==> src/rtl/spi_rx_pkg.sv <==
// Shared types and constants for the oversampled SPI packet receiver.
`timescale 1ns/1ps

package spi_rx_pkg;

  // Receiver frame-level state
  typedef enum logic [1:0] {
    IDLE  = 2'd0,
    RECV  = 2'd1,
    CHECK = 2'd2
  } rx_state_e;

  // SPI mode encodings as {CPOL,CPHA}
  localparam int SPI_MODE0 = 0;
  localparam int SPI_MODE1 = 1;
  localparam int SPI_MODE2 = 2;
  localparam int SPI_MODE3 = 3;

  // Start-of-frame marker sent by the Arduino
  localparam logic [7:0] DEFAULT_HEADER = 8'hAA;

  // Byte positions of the sensor fields inside a frame
  localparam int IDX_ROLL  = 1;
  localparam int IDX_PITCH = 3;
  localparam int IDX_YAW   = 5;
  localparam int IDX_GX    = 7;
  localparam int IDX_GY    = 9;
  localparam int IDX_GZ    = 11;
  localparam int IDX_FLAGS = 13;

  // Idle level of SCK for a given mode
  function automatic logic mode_cpol(input int mode);
    return (mode == SPI_MODE2) || (mode == SPI_MODE3);
  endfunction

  // Whether data is sampled on the second (trailing) SCK edge
  function automatic logic mode_cpha(input int mode);
    return (mode == SPI_MODE1) || (mode == SPI_MODE3);
  endfunction

endpackage

==> src/rtl/spi_edge_sync.sv <==
// Multi-stage synchroniser for an asynchronous level, with one-cycle
// rise/fall pulses derived from the synchronised value.
`timescale 1ns/1ps

module spi_edge_sync #(
  parameter int   SYNC_STAGES = 2,
  parameter logic RESET_VAL   = 1'b0
) (
  input  logic clk,
  input  logic rst_n,
  input  logic din,
  output logic dout,
  output logic rise,
  output logic fall
);

  logic [SYNC_STAGES-1:0] chain_q;
  logic                   hist_q;

  // Shift the raw input through the chain and remember the previous synchronised level
  always_ff @(posedge clk or negedge rst_n) begin
    if (!rst_n) begin
      chain_q <= {SYNC_STAGES{RESET_VAL}};
      hist_q  <= RESET_VAL;
    end else begin
      chain_q <= {chain_q[SYNC_STAGES-2:0], din};
      hist_q  <= chain_q[SYNC_STAGES-1];
    end
  end

  assign dout = chain_q[SYNC_STAGES-1];
  assign rise = dout & ~hist_q;
  assign fall = ~dout & hist_q;

endmodule

==> src/rtl/spi_packet_rx.sv <==
// Read-only SPI slave that oversamples SCK/CS_n/MOSI in the clk domain,
// assembles fixed-length frames, validates them and hands good ones to the
// MCU-side logic through a single-entry valid/ready register.
`timescale 1ns/1ps

module spi_packet_rx
  import spi_rx_pkg::*;
#(
  parameter int         PACKET_BYTES = 16,
  parameter logic [7:0] HEADER_BYTE  = DEFAULT_HEADER,
  parameter int         SPI_MODE     = 0,
  parameter bit         MSB_FIRST    = 1'b1,
  parameter bit         CHECKSUM_EN  = 1'b1,
  parameter int         SYNC_STAGES  = 2
) (
  input  logic                      clk,
  input  logic                      rst_n,
  input  logic                      cs_n,
  input  logic                      sck,
  input  logic                      sdi,
  output logic [8*PACKET_BYTES-1:0] pkt_data,
  output logic                      pkt_valid,
  input  logic                      pkt_ready,
  output logic                      initialized,
  output logic                      err_header,
  output logic                      err_length,
  output logic                      err_checksum,
  output logic                      err_drop,
  output logic [15:0]               pkt_count
);

  localparam bit CPOL        = mode_cpol(SPI_MODE);
  localparam bit CPHA        = mode_cpha(SPI_MODE);
  localparam bit SAMPLE_RISE = (CPOL == CPHA);

  localparam int                 IDX_W   = $clog2(PACKET_BYTES + 1);
  localparam logic [IDX_W-1:0]   PKT_LEN = IDX_W'(PACKET_BYTES);
  localparam int                 FLUSH_W = $clog2(SYNC_STAGES + 1);
  localparam logic [FLUSH_W-1:0] FLUSH_N = FLUSH_W'(SYNC_STAGES);

  // Synchronised views of the SPI pins
  logic sck_level, sck_rise, sck_fall;
  logic cs_level, cs_rise, cs_fall;
  logic [SYNC_STAGES-1:0] sdi_q;
  logic sdi_s;
  logic sample_edge;

  // Frame assembly state
  rx_state_e          state_q, state_d;
  logic               start_frame;
  logic [7:0]         shift_q, shift_d;
  logic [2:0]         bit_cnt_q;
  logic [IDX_W-1:0]   byte_idx_q;
  logic               ovf_q;
  logic               bit_done;
  logic               buf_wr;
  logic [7:0]         rx_buf [PACKET_BYTES];

  // Reset arming: a frame may only start after CS_n has been seen high post-reset
  logic [FLUSH_W-1:0] flush_cnt_q;
  logic               cs_armed_q;

  // Frame evaluation
  logic [7:0] ck_xor;
  logic       in_check, len_ok, hdr_ok, ck_ok, frame_good, slot_free, commit;

  spi_edge_sync #(
    .SYNC_STAGES (SYNC_STAGES),
    .RESET_VAL   (CPOL)
  ) u_sck_sync (
    .clk   (clk),
    .rst_n (rst_n),
    .din   (sck),
    .dout  (sck_level),
    .rise  (sck_rise),
    .fall  (sck_fall)
  );

  spi_edge_sync #(
    .SYNC_STAGES (SYNC_STAGES),
    .RESET_VAL   (1'b1)
  ) u_cs_sync (
    .clk   (clk),
    .rst_n (rst_n),
    .din   (cs_n),
    .dout  (cs_level),
    .rise  (cs_rise),
    .fall  (cs_fall)
  );

  // Plain synchroniser for MOSI, same depth as the SCK path so data lines up with the edge
  always_ff @(posedge clk or negedge rst_n) begin
    if (!rst_n) begin
      sdi_q <= '0;
    end else begin
      sdi_q <= {sdi_q[SYNC_STAGES-2:0], sdi};
    end
  end

  assign sdi_s       = sdi_q[SYNC_STAGES-1];
  assign sample_edge = (sck_rise | sck_fall) & (sck_level == SAMPLE_RISE);
  assign shift_d     = MSB_FIRST ? {shift_q[6:0], sdi_s} : {sdi_s, shift_q[7:1]};
  assign bit_done    = (bit_cnt_q == 3'd7);
  assign buf_wr      = (state_q == RECV) && sample_edge && bit_done && (byte_idx_q < PKT_LEN);

  // State register
  always_ff @(posedge clk or negedge rst_n) begin
    if (!rst_n) begin
      state_q <= IDLE;
    end else begin
      state_q <= state_d;
    end
  end

  // Next-state logic; start_frame marks every entry into RECV
  always_comb begin
    state_d     = state_q;
    start_frame = 1'b0;
    case (state_q)
      IDLE: begin
        if (cs_fall && cs_armed_q) begin
          state_d     = RECV;
          start_frame = 1'b1;
        end
      end
      RECV: begin
        if (cs_rise) begin
          state_d = CHECK;
        end
      end
      CHECK: begin
        if (!cs_level) begin
          state_d     = RECV;
          start_frame = 1'b1;
        end else begin
          state_d = IDLE;
        end
      end
      default: state_d = IDLE;
    endcase
  end

  // Wait for the synchroniser to flush its reset value, then arm once CS_n reads high
  always_ff @(posedge clk or negedge rst_n) begin
    if (!rst_n) begin
      flush_cnt_q <= '0;
      cs_armed_q  <= 1'b0;
    end else begin
      if (flush_cnt_q != FLUSH_N) begin
        flush_cnt_q <= flush_cnt_q + FLUSH_W'(1);
      end else if (cs_level) begin
        cs_armed_q <= 1'b1;
      end
    end
  end

  // Bit shifter and byte/bit counters, cleared at the start of every frame
  always_ff @(posedge clk or negedge rst_n) begin
    if (!rst_n) begin
      shift_q    <= '0;
      bit_cnt_q  <= '0;
      byte_idx_q <= '0;
      ovf_q      <= 1'b0;
    end else if (start_frame) begin
      shift_q    <= '0;
      bit_cnt_q  <= '0;
      byte_idx_q <= '0;
      ovf_q      <= 1'b0;
    end else if ((state_q == RECV) && sample_edge) begin
      shift_q   <= shift_d;
      bit_cnt_q <= bit_cnt_q + 3'd1;
      if (bit_done) begin
        if (byte_idx_q < PKT_LEN) begin
          byte_idx_q <= byte_idx_q + IDX_W'(1);
        end else begin
          ovf_q <= 1'b1;
        end
      end
    end
  end

  // Receive buffer; stale contents are harmless because short frames never commit
  always_ff @(posedge clk) begin
    for (int i = 0; i < PACKET_BYTES; i++) begin
      if (buf_wr && (byte_idx_q == IDX_W'(i))) begin
        rx_buf[i] <= shift_d;
      end
    end
  end

  // XOR of the payload bytes between header and checksum
  always_comb begin
    ck_xor = '0;
    for (int i = 1; i < PACKET_BYTES - 1; i++) begin
      ck_xor = ck_xor ^ rx_buf[i];
    end
  end

  assign in_check   = (state_q == CHECK);
  assign len_ok     = (byte_idx_q == PKT_LEN) && (bit_cnt_q == 3'd0) && !ovf_q;
  assign hdr_ok     = (rx_buf[0] == HEADER_BYTE);
  assign ck_ok      = !CHECKSUM_EN || (ck_xor == rx_buf[PACKET_BYTES-1]);
  assign frame_good = in_check && len_ok && hdr_ok && ck_ok;
  assign slot_free  = !pkt_valid || pkt_ready;
  assign commit     = frame_good && slot_free;

  // Output register: error pulses, frame commit and consumer handshake
  always_ff @(posedge clk or negedge rst_n) begin
    if (!rst_n) begin
      pkt_data     <= '0;
      pkt_valid    <= 1'b0;
      pkt_count    <= '0;
      initialized  <= 1'b0;
      err_header   <= 1'b0;
      err_length   <= 1'b0;
      err_checksum <= 1'b0;
      err_drop     <= 1'b0;
    end else begin
      err_header   <= 1'b0;
      err_length   <= 1'b0;
      err_checksum <= 1'b0;
      err_drop     <= 1'b0;
      if (in_check) begin
        err_length   <= !len_ok;
        err_header   <= len_ok && !hdr_ok;
        err_checksum <= len_ok && hdr_ok && !ck_ok;
        err_drop     <= frame_good && !slot_free;
      end
      if (commit) begin
        for (int i = 0; i < PACKET_BYTES; i++) begin
          pkt_data[8*i +: 8] <= rx_buf[i];
        end
        pkt_valid   <= 1'b1;
        pkt_count   <= pkt_count + 16'd1;
        initialized <= 1'b1;
      end else if (pkt_valid && pkt_ready) begin
        pkt_valid <= 1'b0;
      end
    end
  end

endmodule

==> config.mk <==
export PLATFORM = sky130hd
export DESIGN_NAME = spi_packet_rx
export DESIGN_NICKNAME = d
export VERILOG_FILES = /design/src/rtl/spi_rx_pkg.sv /design/src/rtl/spi_edge_sync.sv /design/src/rtl/spi_packet_rx.sv
export SDC_FILE = /design/constraint.sdc
export NUM_CORES = 1
export LEC_CHECK = 0
export CAP_MARGIN = 20
export CORE_MARGIN = 5
export CORE_UTILIZATION = 29
export DETAILED_ROUTE_END_ITERATION = 8
export GPL_ROUTABILITY_DRIVEN = 0
export PLACE_DENSITY = 0.48
export SYNTH_ARGS = -nofsm -noshare
export SYNTH_HDL_FRONTEND = slang
export SYNTH_HIERARCHICAL = 1
export SYNTH_SLANG_ARGS = --single-unit
==> constraint.sdc <==
create_clock -name clk -period 2.25 [get_ports clk]
set_input_delay 0.45 -clock clk [delete_from_list [all_inputs] [get_ports clk]]
set_output_delay 0.45 -clock clk [all_outputs]
set_load 0.01 [all_outputs]
==> run summary <==
Placement-stage worst setup slack: -0.5571 ns
Fraction of layout cells with a size suffix above 1: 23.07%
Total gr overflow: 0
Crit path top cell by count: xnor3_1
Synth async-reset ratio: 58.31%
Highest metal used: met4
CTS tree: done
Synth Flop Type: dfrtp_1
Layout area overhead: 42.37%
Crit path required time: 2.64 ns
Combinational share of power: 2.5%
Max VDD drop: 0.4237 mV
Num CTS Buffers: 35
Fin crit period: 2.655 ns
Ant diodes: 0
Synthesized area per cell: 12.52 um^2
Syn. warnings: 6
Final WL: 32780 um
# IOs: 156
Post-Syn Area: 12060 um^2
Met2 WL: 16060 um
Psw: 2.518 mW
Register area share after synthesis: 69.04%
Num rows: 74
Commonest non-fill, non-tap cells in the layout: nand2_1 (354), dfrtp_1 (176), buf_4 (176)
Global-route wire length before repair: 49980 um
Pwr dens: 679.3 nW/um^2
Commonest non-fill, non-tap cell in the layout: nand2_1
Cells after synthesis: 963
Clk_skew: 0.01125 ns
Hpwl dp: 22140 um
CORE AREA: 41020 um^2
Post-synth top area cell: dfrtp_1
Synth top area cells: dfrtp_1 (37%), edfxtp_1 (32%), nand2_1 (12%)
DR WL/cell: 17.43 um
Post-synth cell types: 41
Worst Tran Pin Value: 0.8885 ns
Initial DRC count: 352
Unrepaired setup endpoints after global routing: true
Switch share: 21.59%
Vias in the first global route: 8375
Total Routing Usage GR: 13.84%
CP max stage delay: 0.43 ns
Port bufs: 155
Initial Util: 29.41%
Final non-filler cell total: 1880
Pin count of the biggest net entering global routing: 60
Routed wl met3: 1116 um
#FFs+latches synth: 307
Die width: 213.9 um
Clk_lat worst skew: 0.51 ns
Root Driver: clkbuf_16
Crit path cell chain: xnor3_1, xnor3_1, xnor3_1, nor4_4, nand4b_1, buf_6, buf_12, buf_16, nand2_1, nand2_1
Syn nets: 979
Seq pwr share: 51.8%
Crit Path Category: reg2reg
Antenna violations before repair: 0
Chip height: 213.9 um
Max-cap violations: 0
Post-route antenna net violation count: 0
Violated checks: setup timing
Critical path startpoint category: flip-flop
Final setup viols: 145
DRC Markers: 0
Share of Yosys cell area claimed by the top area cell type: 36.51%
TritonRoute pass-1 iters: 4
Slowest stage cell, crit path: xnor3_1
Arrival time worst endpoint: 3.04 ns
CTS max path bufs: 3
Worst-path clk slew: 0.06 ns
Nets: 1338
Max-slew violations: 0
Clock sinks: 307
Vias: 7880
Int Pwr: 9.145 mW
Via-to-Cell Ratio: 4.191
Final worst slack: -0.4054 ns
Worst slew margin: 40.76%
Highest Clock Rate: 376.6 MHz
Post-synth EDFFs: 128
Worst Hold Class: reg2reg
Leak: 7.937 nW
Crit share post-route: 118.0%
Met1 wire length: 15010 um
H-Tree Depth: 2
Clk pwr share: 45.7%
Dpl cells: 1802
Die area: 45770 um^2
Outcome: finished with violations
Final Hold Viols: 0
Nature of the critical path endpoint: flip-flop
Crit-path max FO: 18
## per-layer routing
layer	up-vias	GRT usage, %
met5	-	0
met4	0	3.607
met3	38	2.386
met2	125	23.30
met1	3845	18.68
li1	3872	-
## power groups by stage
stage / combinational [mW] / sequential (mW) / clock [mW]
final: 0.296 / 6.04 / 5.32
after global routing: 0.347 / 6.05 / 5.73
after CTS: 0.305 / 6.05 / 5.50
after detailed placement: 0.302 / 6.16 / 0
after global placement: 0.299 / 6.15 / 0
after floorplan: 0.104 / 6.09 / 0
## through the flow
stage	hold WS, ns	TNS [ns]	power (mW)	instance area, um^2	util, %
6_report	0.3542	-48.89	11.66	17170	41.86
4_1_cts	0.3260	-52.34	11.86	16940	41.29
3_5_place_dp	0.3386	-68.09	6.462	15620	38.08
2_1_floorplan	0.1544	-8.167	6.197	12190	-
3_3_place_gp	0.3388	-61.91	6.451	15620	38.08
5_1_grt	0.3459	-66.78	12.13	17170	41.86
## worst max-delay path: cells and delay by family, from the launching register on
kind                   cells  cell delay [ns]
buffers and inverters      3             0.51
AND/OR/NAND/NOR            4             0.63
flip-flops                 1             0.40
XOR/XNOR                   3             0.99
## final timing paths
path | depth (start not counted) | slack, ns | to | startpoint
min reg2reg | 0 | 0.35 | sdi_q[1]$_DFF_PN0_ | sdi_q[0]$_DFF_PN0_
max in group asynchronous | 3 | 0.99 | u_cs_sync/chain_q[1]$_DFF_PN1_ | rst_n
min | 0 | 0.35 | sdi_q[1]$_DFF_PN0_ | sdi_q[0]$_DFF_PN0_
max reg2reg | 10 | -0.41 | pkt_data[19]$_DFFE_PN0P_ | rx_buf[1][38]$_DFFE_PP_
max | 10 | -0.41 | pkt_data[19]$_DFFE_PN0P_ | rx_buf[1][38]$_DFFE_PP_
min in group asynchronous | 2 | 0.56 | pkt_data[84]$_DFFE_PN0P_ | rst_n
## final cells by class
cell class                 count  area [um^2]
fill                        3902        23850
multi-input combinational    613         3744
tap                          532        665.6
timing repair buffer         356         3337
clock buffer                  48        997.2
inverter                       9        33.78
sequential                   307         8327
clock inverter                15        67.56
## timing repair
item	in CTS	in global routing
hold buffers	1	0
setup endpoints to repair	154	172
pin swaps	15	14
cloned	1	5
buffers inserted	4	6
hold endpoints to repair	50	0
gates resized for setup	54	33
## synthesized netlist by cell type, types with 3 or more instances
| master | number |
|---|---|
| nand2_1 | 392 |
| dfrtp_1 | 176 |
| edfxtp_1 | 128 |
| xnor2_1 | 65 |
| nor2_1 | 24 |
| xnor3_1 | 24 |
| buf_2 | 21 |
| xor2_1 | 18 |
| ha_1 | 10 |
| nand2b_1 | 10 |
| inv_1 | 9 |
| a21oi_1 | 8 |
| and2_1 | 7 |
| buf_4 | 7 |
| clkbuf_1 | 6 |
| nand3_1 | 6 |
| nor3_1 | 6 |
| and3_1 | 5 |
| o21ai_0 | 5 |
| dfstp_2 | 3 |
| nand3b_1 | 3 |
| nor2b_1 | 3 |
| nor3_2 | 3 |
## cells by family after synthesis
logic type | after synthesis | share of synthesized area, %
AND/OR/NAND/NOR | 475 | 16.55
XOR/XNOR | 107 | 10.51
AO/OA/AOI/OAI | 19 | 0.9233
flip-flops | 307 | 69.04
adder cells (fa/ha/maj) | 10 | 1.037
buffers and inverters | 43 | 1.774
multiplexers | 2 | 0.1763
## registers in the layout, summed over array words and instances (netlist names), 3 cells and up
name and cells:
shift_q 7, byte_idx_q 5, pkt_count 16, rx_buf 128, bit_cnt_q 3, pkt_data 128
Power figures use the tool's default switching activity.
